**src/rtl/plot_arb_pkg.sv**
```systemverilog
`default_nettype none
// ============================================================================
//  Module   : plot_arb_pkg
//  Brief    : Shared widths, screen limits, arbiter state encoding and a
//             pointer-width helper for the frame-buffer plot arbiter.
//  Revision : 1.0  initial release
// ============================================================================
package plot_arb_pkg;

   localparam int X_W = 8;
   localparam int Y_W = 7;
   localparam int C_W = 3;

   localparam int X_MAX_DEF = 159;
   localparam int Y_MAX_DEF = 119;

   typedef enum logic [0:0] {
      IDLE  = 1'b0,
      CLEAR = 1'b1
   } state_t;

   // Width of an encoded requester index; never narrower than one bit.
   function automatic int idx_w(input int n);
      return (n > 1) ? $clog2(n) : 1;
   endfunction

endpackage : plot_arb_pkg
`default_nettype wire

```
**src/rtl/plot_arbiter_rr.sv**
```systemverilog
`default_nettype none
// ============================================================================
//  Module   : rr_arbiter
//  Brief    : Combinational round-robin pick. Search starts one past the
//             last granted requester and wraps; returns a one-hot grant,
//             its encoded index and a flag telling whether anyone won.
//  Revision : 1.0  initial release
// ============================================================================
module rr_arbiter
   import plot_arb_pkg::*;
#(
   parameter int  NREQ = 3,
   localparam int IW   = idx_w(NREQ)
) (
   input  logic [NREQ-1:0] req,
   input  logic [IW-1:0]   last_grant,
   output logic [NREQ-1:0] grant,
   output logic [IW-1:0]   grant_idx,
   output logic            grant_valid
);

   int w_idx;

   // Walk the requesters in rotated order and keep the first one asserting.
   always_comb begin
      grant       = '0;
      grant_idx   = '0;
      grant_valid = 1'b0;
      w_idx       = 0;
      for (int k = 1; k <= NREQ; k++) begin
         w_idx = (int'(last_grant) + k) % NREQ;
         if (!grant_valid && req[w_idx]) begin
            grant_valid  = 1'b1;
            grant_idx    = IW'(w_idx);
            grant[w_idx] = 1'b1;
         end
      end
   end

endmodule : rr_arbiter
`default_nettype wire

```
**src/rtl/plot_arbiter.sv**
```systemverilog
`default_nettype none
// ============================================================================
//  Module   : plot_arbiter
//  Brief    : Shares the VGA adapter write port among NREQ pixel producers
//             with round-robin valid/ready arbitration and a registered
//             pixel stage. Out-of-range pixels are accepted and dropped.
//             With PLOT_ARB_CLEAR_EN defined, a full-screen clear sweep
//             (one pixel per cycle) preempts all producers while it runs.
//  Revision : 1.0  initial release
// ============================================================================
module plot_arbiter
   import plot_arb_pkg::*;
#(
   parameter int             NREQ         = 3,
   parameter int             X_MAX        = X_MAX_DEF,
   parameter int             Y_MAX        = Y_MAX_DEF,
   parameter logic [C_W-1:0] CLEAR_COLOUR = 3'b000
) (
   input  logic                clk,
   input  logic                resetn,
   input  logic [NREQ-1:0]     req_valid,
   output logic [NREQ-1:0]     req_ready,
   input  logic [X_W*NREQ-1:0] req_x,
   input  logic [Y_W*NREQ-1:0] req_y,
   input  logic [C_W*NREQ-1:0] req_colour,
   input  logic                clear_start,
   output logic                clear_busy,
   output logic                clear_done,
   output logic [X_W-1:0]      vga_x,
   output logic [Y_W-1:0]      vga_y,
   output logic [C_W-1:0]      vga_colour,
   output logic                vga_plot,
   output logic                drop
);

   localparam int             IW      = idx_w(NREQ);
   localparam logic [X_W-1:0] c_x_max = X_W'(X_MAX);
   localparam logic [Y_W-1:0] c_y_max = Y_W'(Y_MAX);

   logic [IW-1:0]   r_last_grant;
   logic            w_allow;
   logic [NREQ-1:0] w_req;
   logic [NREQ-1:0] w_grant;
   logic [IW-1:0]   w_grant_idx;
   logic            w_grant_valid;
   logic [X_W-1:0]  w_sel_x;
   logic [Y_W-1:0]  w_sel_y;
   logic [C_W-1:0]  w_sel_c;
   logic            w_in_range;

`ifdef PLOT_ARB_CLEAR_EN
   state_t          r_state;
   logic [X_W-1:0]  r_cnt_x;
   logic [Y_W-1:0]  r_cnt_y;
   logic            r_sweep_end;

   // Producers are locked out while sweeping and on the cycle a clear is requested.
   assign w_allow = (r_state == IDLE) && !clear_start;
`else
   // Without the sweep engine the producers own the port every cycle.
   assign w_allow = 1'b1;
   assign clear_busy = 1'b0;
   assign clear_done = 1'b0;
   wire   w_unused   = ^{clear_start, CLEAR_COLOUR};
`endif

   assign w_req     = req_valid & {NREQ{w_allow}};
   assign req_ready = w_grant;

   rr_arbiter #(
      .NREQ        (NREQ)
   ) u_rr (
      .req         (w_req),
      .last_grant  (r_last_grant),
      .grant       (w_grant),
      .grant_idx   (w_grant_idx),
      .grant_valid (w_grant_valid)
   );

   assign w_sel_x    = req_x[X_W*w_grant_idx +: X_W];
   assign w_sel_y    = req_y[Y_W*w_grant_idx +: Y_W];
   assign w_sel_c    = req_colour[C_W*w_grant_idx +: C_W];
   assign w_in_range = (w_sel_x <= c_x_max) && (w_sel_y <= c_y_max);

   // Register the winning pixel (or the next sweep pixel) onto the adapter inputs.
   always_ff @(posedge clk) begin
      if (!resetn) begin
         r_last_grant <= IW'(NREQ - 1);
         vga_x        <= '0;
         vga_y        <= '0;
         vga_colour   <= '0;
         vga_plot     <= 1'b0;
         drop         <= 1'b0;
`ifdef PLOT_ARB_CLEAR_EN
         r_state      <= IDLE;
         r_cnt_x      <= '0;
         r_cnt_y      <= '0;
         r_sweep_end  <= 1'b0;
         clear_busy   <= 1'b0;
         clear_done   <= 1'b0;
`endif
      end else begin
         vga_plot <= 1'b0;
         drop     <= 1'b0;

         // The grant is already gated off during a sweep, so these paths never collide.
         if (w_grant_valid) begin
            r_last_grant <= w_grant_idx;
            vga_x        <= w_sel_x;
            vga_y        <= w_sel_y;
            vga_colour   <= w_sel_c;
            if (w_in_range) vga_plot <= 1'b1;
            else            drop     <= 1'b1;
         end

`ifdef PLOT_ARB_CLEAR_EN
         clear_done <= 1'b0;
         case (r_state)
            IDLE: begin
               if (clear_start) begin
                  r_state     <= CLEAR;
                  clear_busy  <= 1'b1;
                  r_cnt_x     <= '0;
                  r_cnt_y     <= '0;
                  r_sweep_end <= 1'b0;
               end
            end
            CLEAR: begin
               // One extra cycle after the last pixel keeps busy high alongside clear_done.
               if (r_sweep_end) begin
                  r_state     <= IDLE;
                  clear_busy  <= 1'b0;
                  r_sweep_end <= 1'b0;
               end else begin
                  vga_x      <= r_cnt_x;
                  vga_y      <= r_cnt_y;
                  vga_colour <= CLEAR_COLOUR;
                  vga_plot   <= 1'b1;
                  if (r_cnt_x == c_x_max) begin
                     r_cnt_x <= '0;
                     if (r_cnt_y == c_y_max) begin
                        r_cnt_y     <= '0;
                        clear_done  <= 1'b1;
                        r_sweep_end <= 1'b1;
                     end else begin
                        r_cnt_y <= r_cnt_y + 1'b1;
                     end
                  end else begin
                     r_cnt_x <= r_cnt_x + 1'b1;
                  end
               end
            end
            default: r_state <= IDLE;
         endcase
`endif
      end
   end

endmodule : plot_arbiter
`default_nettype wire

```
**config.mk**
```make
export PLATFORM = sky130hd
export DESIGN_NAME = plot_arbiter
export DESIGN_NICKNAME = d
export VERILOG_FILES = /design/src/rtl/plot_arb_pkg.sv /design/src/rtl/plot_arbiter_rr.sv /design/src/rtl/plot_arbiter.sv
export SDC_FILE = /design/constraint.sdc
export NUM_CORES = 1
export LEC_CHECK = 0
export ABC_AREA = 1
export BUFFER_PORTS_ARGS = -buffer_cell sky130_fd_sc_hd__buf_2
export CAP_MARGIN = 20
export CELL_PAD_IN_SITES_DETAIL_PLACEMENT = 0
export CELL_PAD_IN_SITES_GLOBAL_PLACEMENT = 1
export CORE_ASPECT_RATIO = 0.8
export CORE_MARGIN = 5
export CORE_UTILIZATION = 29
export CTS_CLUSTER_SIZE = 24
export DETAILED_ROUTE_END_ITERATION = 8
export PLACE_DENSITY = 0.87
export SLEW_MARGIN = 20
export SYNTH_ARGS = -nofsm -noshare
export SYNTH_HDL_FRONTEND = slang
export SYNTH_HIERARCHICAL = 1
export SYNTH_SLANG_ARGS = --single-unit
```
**constraint.sdc**
```tcl
create_clock -name clk -period 2.8 [get_ports clk]
set_clock_uncertainty 0.2 [all_clocks]
set_input_delay 0.56 -clock clk [delete_from_list [all_inputs] [get_ports clk]]
set_output_delay 0.56 -clock clk [all_outputs]
set_load 0.005 [all_outputs]
```
# --- After elaboration in Yosys (flattened, before gate mapping) ---
# Cells that the tools add are included.
op_classes:
  multipliers: 2
  n_reduce_logical: 9
  muxes: 26
  n_div: 3
  shifts: 3
  magnitude_cmp: 8
  n_bitwise: 2
  add_sub_neg: 3
ops:
  columns: ["cell", "n"]
  rows:
  - ["$ge A32 B1 Y1 const B", 3]
  - ["$lt A32 B4 Y1 const B", 3]
  - ["$mod A32 B3 Y32 const B", 3]
  - ["$shiftx A24 B6 Y8", 1]
  - ["$shiftx A21 B6 Y7", 1]
  - ["$mux W1", 14]
  - ["$mux W3", 3]
  - ["$shiftx A9 B5 Y3", 1]
  - ["$le A8 B8 Y1 const B", 1]
  - ["$le A7 B7 Y1 const B", 1]
  - ["$add A2 B2 Y3 const B", 2]
  - ["$bmux W1 S2", 3]
  - ["$demux W1 S2", 3]
  - ["$logic_and A1 B1 Y1", 6]
  - ["$mux W2", 3]
  - ["$or A3 B3 Y3", 2]
  - ["$mul A3 B2 Y5 const A", 1]
  - ["$mul A2 B2 Y4 const A", 1]
  - ["$add A2 B1 Y3 const B", 1]
  - ["$logic_not A1 Y1", 2]
  - ["$reduce_and A2 Y1", 1]
totals:
  reg_bits: 22
  output_inout_bits: 25
  word_cells: 62

# --- Longest topological paths before layout ---
# Gate-level depths: netlist of the first run.
logic_depth:
  depth_word: 17
  depth_mapped: 23

# --- Hierarchy ---
# The synthesis of the first run kept the hierarchy.
by_module_without_submodules:
  columns: ["module", "cells_each", "seq_area_each_um2", "instances", "area_each_um2"]
  rows:
  - ["plot_arbiter", 193, 440.4, 1, 1222.4]
  - ["rr_arbiter", 60, 0.0, 1, 327.8]

# --- Least setup slack after synthesis of the first run ---
# No wires, ideal clock.
synth_path:
  path_type: "reg-to-reg"
  startpoint: "reg r_last_grant[0]"
  endpoint: "reg vga_plot"
  stages_incl_launch_ff: 21
  path_buffers: 3
  required_time_ns: 2.538
  synth_period_minus_slack_ns: 2.336
  t_arrival_ns: 2.074
  slack_ns: 0.464
  cell_sequence: "dfxtp_1 > inv_1 > ha_1 > buf_6 > o21ai_2 > nand2_4 > nand2_2 > clkinv_2 > nand3_2 > nand2_1 > buf_6 > inv_4 > buf_6 > nand2_1 > nand3_1 > nand2_1 > nand2_1 > clkinv_1 > nand2_1 > nand2_1 > nor2_2"
synth_via:
  elab_chain_len: 17
  elab_cells_between_ends: 33
  cone_classes: "add/sub (3); mul (1); div (3); order compare (2); shift (2); mux (16); reduce/logical (6)"
synth_lines:
  columns: ["element", "line", "rtl"]
  rows:
  - ["start, declared", "plot_arbiter.sv:40", "logic [IW-1:0] r_last_grant;"]
  - ["start signal, assigned", "plot_arbiter.sv:88", "r_last_grant <= IW'(NREQ - 1);"]
  - ["start signal, assigned", "plot_arbiter.sv:108", "r_last_grant <= w_grant_idx;"]
  - ["$add A2 B1 Y3", "plot_arbiter_rr.sv:31", "w_idx = (int'(last_grant) + k) % NREQ;"]
  - ["$mod A32 B3 Y32", "plot_arbiter_rr.sv:31", null]
  - ["$bmux W1 S2", "plot_arbiter_rr.sv:32", "if (!grant_valid && req[w_idx]) begin"]
  - ["$mux W1 (not written as such) (2 in a row)", "plot_arbiter_rr.sv:32", null]
  - ["$mux W1", "plot_arbiter_rr.sv:32", null]
  - ["$logic_not A1 Y1", "plot_arbiter_rr.sv:32", null]
  - ["$logic_and A1 B1 Y1", "plot_arbiter_rr.sv:32", null]
  - ["$mux W1", "plot_arbiter_rr.sv:32", null]
  - ["$logic_not A1 Y1", "plot_arbiter_rr.sv:32", null]
  - ["$logic_and A1 B1 Y1", "plot_arbiter_rr.sv:32", null]
  - ["$mux W2 (*)", "plot_arbiter_rr.sv:32", null]
  - ["via w_grant_idx[0]", "plot_arbiter.sv:44", "logic [IW-1:0] w_grant_idx;"]
  - ["$mul A3 B2 Y5", "plot_arbiter.sv:81", "assign w_sel_y = req_y[Y_W*w_grant_idx +: Y_W];"]
  - ["$shiftx A21 B6 Y7", "plot_arbiter.sv:81", null]
  - ["$le A7 B7 Y1", "plot_arbiter.sv:83", "assign w_in_range = (w_sel_x <= c_x_max) && (w_sel_y <= c_y_max);"]
  - ["$logic_and A1 B1 Y1 (*)", "plot_arbiter.sv:83", null]
  - ["$mux W1 (*)", "plot_arbiter.sv:112", "if (w_in_range) vga_plot <= 1'b1;"]
  - ["end signal, assigned", "plot_arbiter.sv:92", "vga_plot <= 1'b0;"]
  - ["end signal, assigned", "plot_arbiter.sv:103", "vga_plot <= 1'b0;"]
  - ["end signal, assigned", "plot_arbiter.sv:112", null]
  - ["end, declared", "plot_arbiter.sv:32", "output logic vga_plot,"]
# The timed path passes the listed nets; every way through them passes the cells marked *. The select of a mux whose other input is x is not followed.
# A chain may end at the register's enable or synchronous reset.

# --- Worst setup path in the final report of the first run ---
# Same ends and word-level chain as after synthesis.

==> results of run 1 <==
-- worst paths after layout --
| path | slack, ns | endpoint | startpoint | depth (start not counted) |
|---|---|---|---|---|
| setup / recovery | 0.21 | vga_plot | r_last_grant[0] | 21 |
| hold / removal | 0.29 | vga_x[5] | vga_x[5] | 2 |
| setup reg to reg | 0.21 | vga_plot | r_last_grant[0] | 21 |
| hold reg to reg | 0.29 | vga_x[5] | vga_x[5] | 2 |
-- layout by cell type (no fill, tap or decap), types with 4 or more instances in the layout --
master / instances
nand2_1: 62
dfxtp_1: 22
buf_4: 5
a31oi_1: 10
buf_2: 81
o21ai_0: 25
inv_1: 27
inv_2: 6
a21oi_1: 4
nand3_1: 16
nand2_2: 6
nor2_1: 35
-- cells by family (layout without fill, tap and decap cells) --
| group | Yosys count | count (layout) | synth area share (%) |
|---|---|---|---|
| adders and majority gates | 4 | 4 | 3.229 |
| AOI/OAI and AO/OA | 49 | 49 | 17.84 |
| other | 1 | 2 | 0.2419 |
| and+or+nand+nor | 127 | 127 | 34.95 |
| buffers and inverters | 50 | 128 | 15.33 |
| DFF | 22 | 22 | 28.41 |
-- worst max-delay path: cells and delay by family, from the launching register on --
family        cells  cell delay (ns)
fa+ha+maj         1             0.35
buf+inv           7             0.59
flops             1             0.40
simple gates     13             0.93
-- registers in the layout, summed over array words and instances (netlist names) --
signal        count
vga_y             7
vga_x             8
vga_colour        3
drop              1
r_last_grant      2
vga_plot          1
-- cell type report --
| class | count | area, um^2 | share of cell area, % |
|---|---|---|---|
| clock buffer | 3 | 41.29 | 1.984 |
| clock inverter | 1 | 30.03 | 1.443 |
| inverter | 37 | 145.1 | 6.975 |
| multi-input combinational | 182 | 892.1 | 42.87 |
| sequential | 22 | 440.4 | 21.17 |
| tap | 62 | 77.57 | 3.728 |
| timing repair buffer | 87 | 454.2 | 21.83 |
-- layer usage --
layer  wire (um)  share of wire (%)  GRT usage, %
met1        2293                 47         20.54
met3         471                9.7         4.047
met2        2070                 43         22.83
met5           0                  0             0
met4          33               0.68         2.471
-- where the power goes --
part | leakage [nW] | switching, W | internal (W)
Sequential | 0.183 | 0.0000649 | 0.000453
Clock | 0.0357 | 0.000106 | 0.000191
Combinational | 0.958 | 0.00129 | 0.000780
Total | 1.18 | 0.00146 | 0.00142
-- repair_timing --
item                                    CTS  global route
endpoints found under the hold margin     0             0
resized for setup                         0             4
endpoints found under the setup margin    0            23
-- synth_stat cells, types with 2 or more instances --
master / n
a21oi_1: 4
dfxtp_1: 22
buf_4: 3
o211ai_1: 2
nand3_1: 16
buf_2: 2
o22ai_1: 2
buf_6: 4
a31oi_1: 10
nor2_1: 35
inv_2: 6
a21oi_2: 2
nand2_2: 6
clkbuf_1: 4
nand2_1: 62
nand3_2: 2
ha_1: 4
o21ai_0: 25
inv_4: 2
inv_1: 27
o21ai_1: 3
nor3_1: 3
-- metrics by stage --
stage,setup TNS (ns),utilization (%)
3_3_place_gp,0,39.06
6_report,0,40.85
2_1_floorplan,0,-
3_5_place_dp,0,39.06
5_1_grt,-0.001495,40.85
4_1_cts,0,40.46
==> results.json, run 1 <==
{
  "hold_viol": 0,
  "drc": 0,
  "p_total_w": 0.002885,
  "avgSynthCellArea_um2": 6.127,
  "routabilityCongestion": 0.7852,
  "dp_cells": 390,
  "grt_pass1_wl_um": 8224,
  "htree_levels": 1,
  "power_density_mw_per_mm2": 1387,
  "holdBufCountCts": 0,
  "vias": 1816,
  "drv_slew": 0,
  "path_class": "reg -> reg",
  "cp_common_cell": "nand2_1",
  "ioPinCount": 85,
  "drv_cap": 0,
  "fill_cells": 560,
  "wirelength_um": 4868,
  "syn2layout_area_growth_pct": 34.22,
  "synth_cell_types": 29,
  "fin_crit_ns": 2.586,
  "ys_warn_count": 6,
  "required_ns": 2.77,
  "drt_iter0_drc": 68,
  "clockRootBuffer": "clkbuf_8",
  "post_drt_wl_per_cell_um": 12.36,
  "place_area_mm2": 0.001989,
  "crit_arrival_ns": 2.55,
  "end_kind": "flop",
  "port_buffers": 81,
  "core_area_mm2": 0.005094,
  "finalNonFillerCells": 394,
  "grt_max_degree": 20,
  "die_area_mm2": 0.006917,
  "die_h_um": 75.40,
  "clockBufferDepth": 2,
  "fin_crit_sh_pct": 92.35,
  "fin_ws_ns": 0.2142,
  "rows": 23,
  "grt_overflow": 0,
  "cp_max_fo": 11,
  "grt_pass1_vias": 1787,
  "fmax_mhz": 386.7,
  "vdd_drop_max_v": 0.0005910,
  "max_stage_delay_ns": 0.40,
  "clkTransAtPathRegs_ns": 0.08,
  "initial_core_util_pct": 30.43,
  "cp_cell_sequence": "inv_1 > ha_4 > inv_4 > nand2_2 > nand3_2 > nand2_4 > inv_2 > nand2_1 > nand2_1 > inv_2 > nand2_1 > inv_4 > nand2_2 > inv_2 > nand2_1 > nand2_1 > nand2_1 > inv_1 > nand2_1 > nand2_1 > nor2_2",
  "antenna_found_initial": 0,
  "layout-drive-gt1-share_pct": 34.64,
  "final_nets": 397,
  "antenna_cells": 0,
  "ys_seq_area_share_pct": 28.41,
  "fin_area_mm2": 0.002081,
  "synth.largest_area_cell": "dfxtp_1",
  "cp_slowest_cell": "dfxtp_1",
  "grt_use_total_pct": 14.59,
  "start_kind": "flop",
  "place_ws_ns": 0.03708,
  "synthArstFlopShare_pct": 0,
  "clkSinkCount": 22,
  "hp-class": "reg -> reg",
  "hpwl_um": 3862,
  "grt_setup_unrepaired": "yes",
  "synth_edf_count": 0,
  "p_leak_nw": 1.177,
  "cts_tree": "done",
  "die-width_um": 91.75,
  "synth-seq-cells": 22,
  "outcome": "finished clean",
  "yosys-top-cells-area": "dfxtp_1 28%, nand2_1 15%, nor2_1 8.5%",
  "drtAntennaViolNets": 0,
  "syn_area_mm2": 0.001550,
  "viasPerCell": 4.609,
  "first_pass_iters": 4,
  "cts_setup_buffers": 0,
  "synthFlopType": "dfxtp_1",
  "setup_viol": 0,
  "syn_inst": 253,
  "hold_slack_ns": 0.2851,
  "cts_buffers": 3,
  "clk_latency_ns": 0.26,
  "netlist.area_leader.share_pct": 28.41
}
Power figures use the tool's default switching activity.
==> inputs of run 2 (changes only) <==
==> constraint.sdc (replaced) <==
create_clock -name clk -period 2.5 [get_ports clk]
set_clock_uncertainty 0.2 [all_clocks]
set_input_delay 0.5 -clock clk [delete_from_list [all_inputs] [get_ports clk]]
set_output_delay 0.5 -clock clk [all_outputs]
set_load 0.005 [all_outputs]
==> run 2 against run 1 <==
Against the previous run:
- clock power increased by 13%
- sequential share of layout area shrank 1.7 points
- worst setup slack worse by 0.19 ns
- sequential power up 12%
- clock-buffer cell count unchanged
- critical path type is now reg -> out
- critical endpoint is now req_ready[1]
==> results.json, run 2 (synthesis results as in run 1) <==
{
  "outcome": "finished clean",
  "required_ns": 1.80,
  "initial_core_util_pct": 30.43,
  "hpwl_um": 3997,
  "layout_commonest_cell": "buf_2",
  "grt_pass1_wl_um": 8045,
  "hold_viol": 0,
  "crit_arrival_ns": 1.77,
  "drtAntennaViolNets": 0,
  "ioPinCount": 85,
  "regMostFlops": "vga_x",
  "wirelength_um": 5002,
  "fin_util_pct": 44.66,
  "fin_ws_ns": 0.02881,
  "timing.rr.end": "vga_x[7]",
  "core_area_mm2": 0.005094,
  "grt_pass1_vias": 1793,
  "drv_slew": 0,
  "crit_buf_inv": 5,
  "fmax_mhz": 404.7,
  "holdPathEnd": "vga_x[2]",
  "grt_max_degree": 22,
  "clkSinkCount": 22,
  "dp_cells": 397,
  "reg.largest.list": "vga_x: 8 flops, vga_y: 7 flops, vga_colour: 3 flops",
  "hold_slack_ns": 0.2899,
  "hp-class": "reg -> reg",
  "antenna_found_initial": 0,
  "final_nets": 408,
  "p_total_w": 0.003672,
  "routabilityCongestion": 0.8051,
  "die_h_um": 75.40,
  "cp_max_fo": 8,
  "cp_common_cell": "inv_4",
  "layout-drive-gt1-share_pct": 40.82,
  "fin_crit_sh_pct": 98.85,
  "rr_startpoint": "r_last_grant[0]",
  "clockBufferDepth": 2,
  "path_class": "reg -> out",
  "max_stage_delay_ns": 0.36,
  "cp_slowest_cell": "dfxtp_2",
  "clk_latency_ns": 0.27,
  "fill_cells": 551,
  "grt_use_total_pct": 14.12,
  "hold_path_depth": 2,
  "rows": 23,
  "start_kind": "flop",
  "grt_setup_unrepaired": "yes",
  "end_kind": "output pin",
  "first_pass_iters": 4,
  "port_buffers": 81,
  "htree_levels": 1,
  "antenna_cells": 0,
  "post_drt_wl_per_cell_um": 12.35,
  "vias": 1896,
  "drt_iter0_drc": 85,
  "die-width_um": 91.75,
  "power_density_mw_per_mm2": 1614,
  "final_cell_mix": "80 x buf_2, 57 x nand2_1, 35 x nor2_1",
  "clkTransAtPathRegs_ns": 0.08,
  "cp_top_family": "simple AND/OR/NAND/NOR gates",
  "p_leak_nw": 1.245,
  "hp-start": "vga_x[2]",
  "cp_cell_sequence": "inv_4 > ha_4 > inv_4 > nand2_2 > nand3_2 > nand2_4 > nand2_4 > inv_4 > nand3_4 > buf_6 > nand2_2 > buf_6",
  "place_ws_ns": -0.1134,
  "cts_tree": "done",
  "die_area_mm2": 0.006917,
  "drc": 0,
  "worstRegToRegCells": 17,
  "vdd_drop_max_v": 0.0008649,
  "setup_viol": 0,
  "fin_crit_ns": 2.471,
  "rrSetupSlack_ns": 0.14,
  "holdBufCountCts": 0,
  "syn2layout_area_growth_pct": 46.73,
  "largest_register_ffs": 8,
  "cts_buffers": 3,
  "viasPerCell": 4.681,
  "clockRootBuffer": "clkbuf_8",
  "drv_cap": 0,
  "grt_overflow": 0,
  "finalNonFillerCells": 405
}
-- run 2: worst max-delay path by stage --
stage / start / to / slack [ns] / depth (start not counted)
2_1_floorplan: r_last_grant[0] / vga_plot / 0.16 / 20
3_5_place_dp: r_last_grant[0] / vga_plot / -0.11 / 19
5_1_grt: r_last_grant[0] / req_ready[1] / -0.05 / 12
4_1_cts: r_last_grant[1] / req_ready[1] / 0.006 / 12
6_report: r_last_grant[0] / req_ready[1] / 0.03 / 12
3_3_place_gp: r_last_grant[0] / vga_plot / -0.08 / 19
-- run 2: worst reg2reg max path, delay by kind of cell, from the launching register on --
kind / cells / cell delay, ns
adders and majority gates: 1 / 0.33
DFF: 1 / 0.36
buffers and inverters: 7 / 0.56
and+or+nand+nor: 7 / 0.59
AOI/OAI and AO/OA: 2 / 0.22
-- run 2: cell type report --
| cell class | count | area, um^2 | share of cell area, % |
|---|---|---|---|
| Clock buffer | 3 | 41.29 | 1.815 |
| Clock inverter | 1 | 30.03 | 1.320 |
| Inverter | 37 | 156.4 | 6.876 |
| Multi-Input combinational cell | 182 | 963.4 | 42.35 |
| Sequential cell | 22 | 442.9 | 19.47 |
| Tap cell | 62 | 77.57 | 3.410 |
| Timing Repair Buffer | 98 | 563.0 | 24.75 |
-- run 2: power breakdown --
part / internal [W] / switching, W / leakage [nW]
logic: 0.00114 / 0.00161 / 1.03
clock network: 0.000214 / 0.000123 / 0.0357
registers: 0.000510 / 0.0000711 / 0.183
-- run 2: metrics by stage --
step | instance area [um^2] | setup TNS, ns
after floorplan | 1554 | 0
after global placement | 2042 | -0.2758
after detailed placement | 2042 | -0.7759
after CTS | 2130 | 0
after global routing | 2275 | -0.1524
final | 2275 | 0
-- run 2: metal layers --
layer | share of wire (%) | wire, um | up-vias | global-route usage, %
met5 | 0 | 0 | - | 0
met4 | 0.32 | 16 | 0 | 2.801
met3 | 8.8 | 438 | 4 | 4.146
met2 | 43 | 2163 | 79 | 23.16
met1 | 48 | 2384 | 832 | 18.81
li1 | - | - | 981 | -
-- run 2: repair_timing --
| action | in CTS | in global routing |
|---|---|---|
| pin swaps | 1 | 11 |
| setup endpoints to repair | 18 | 19 |
| gates cloned | 0 | 0 |
| resized for setup | 4 | 28 |
| buffers inserted | 0 | 4 |
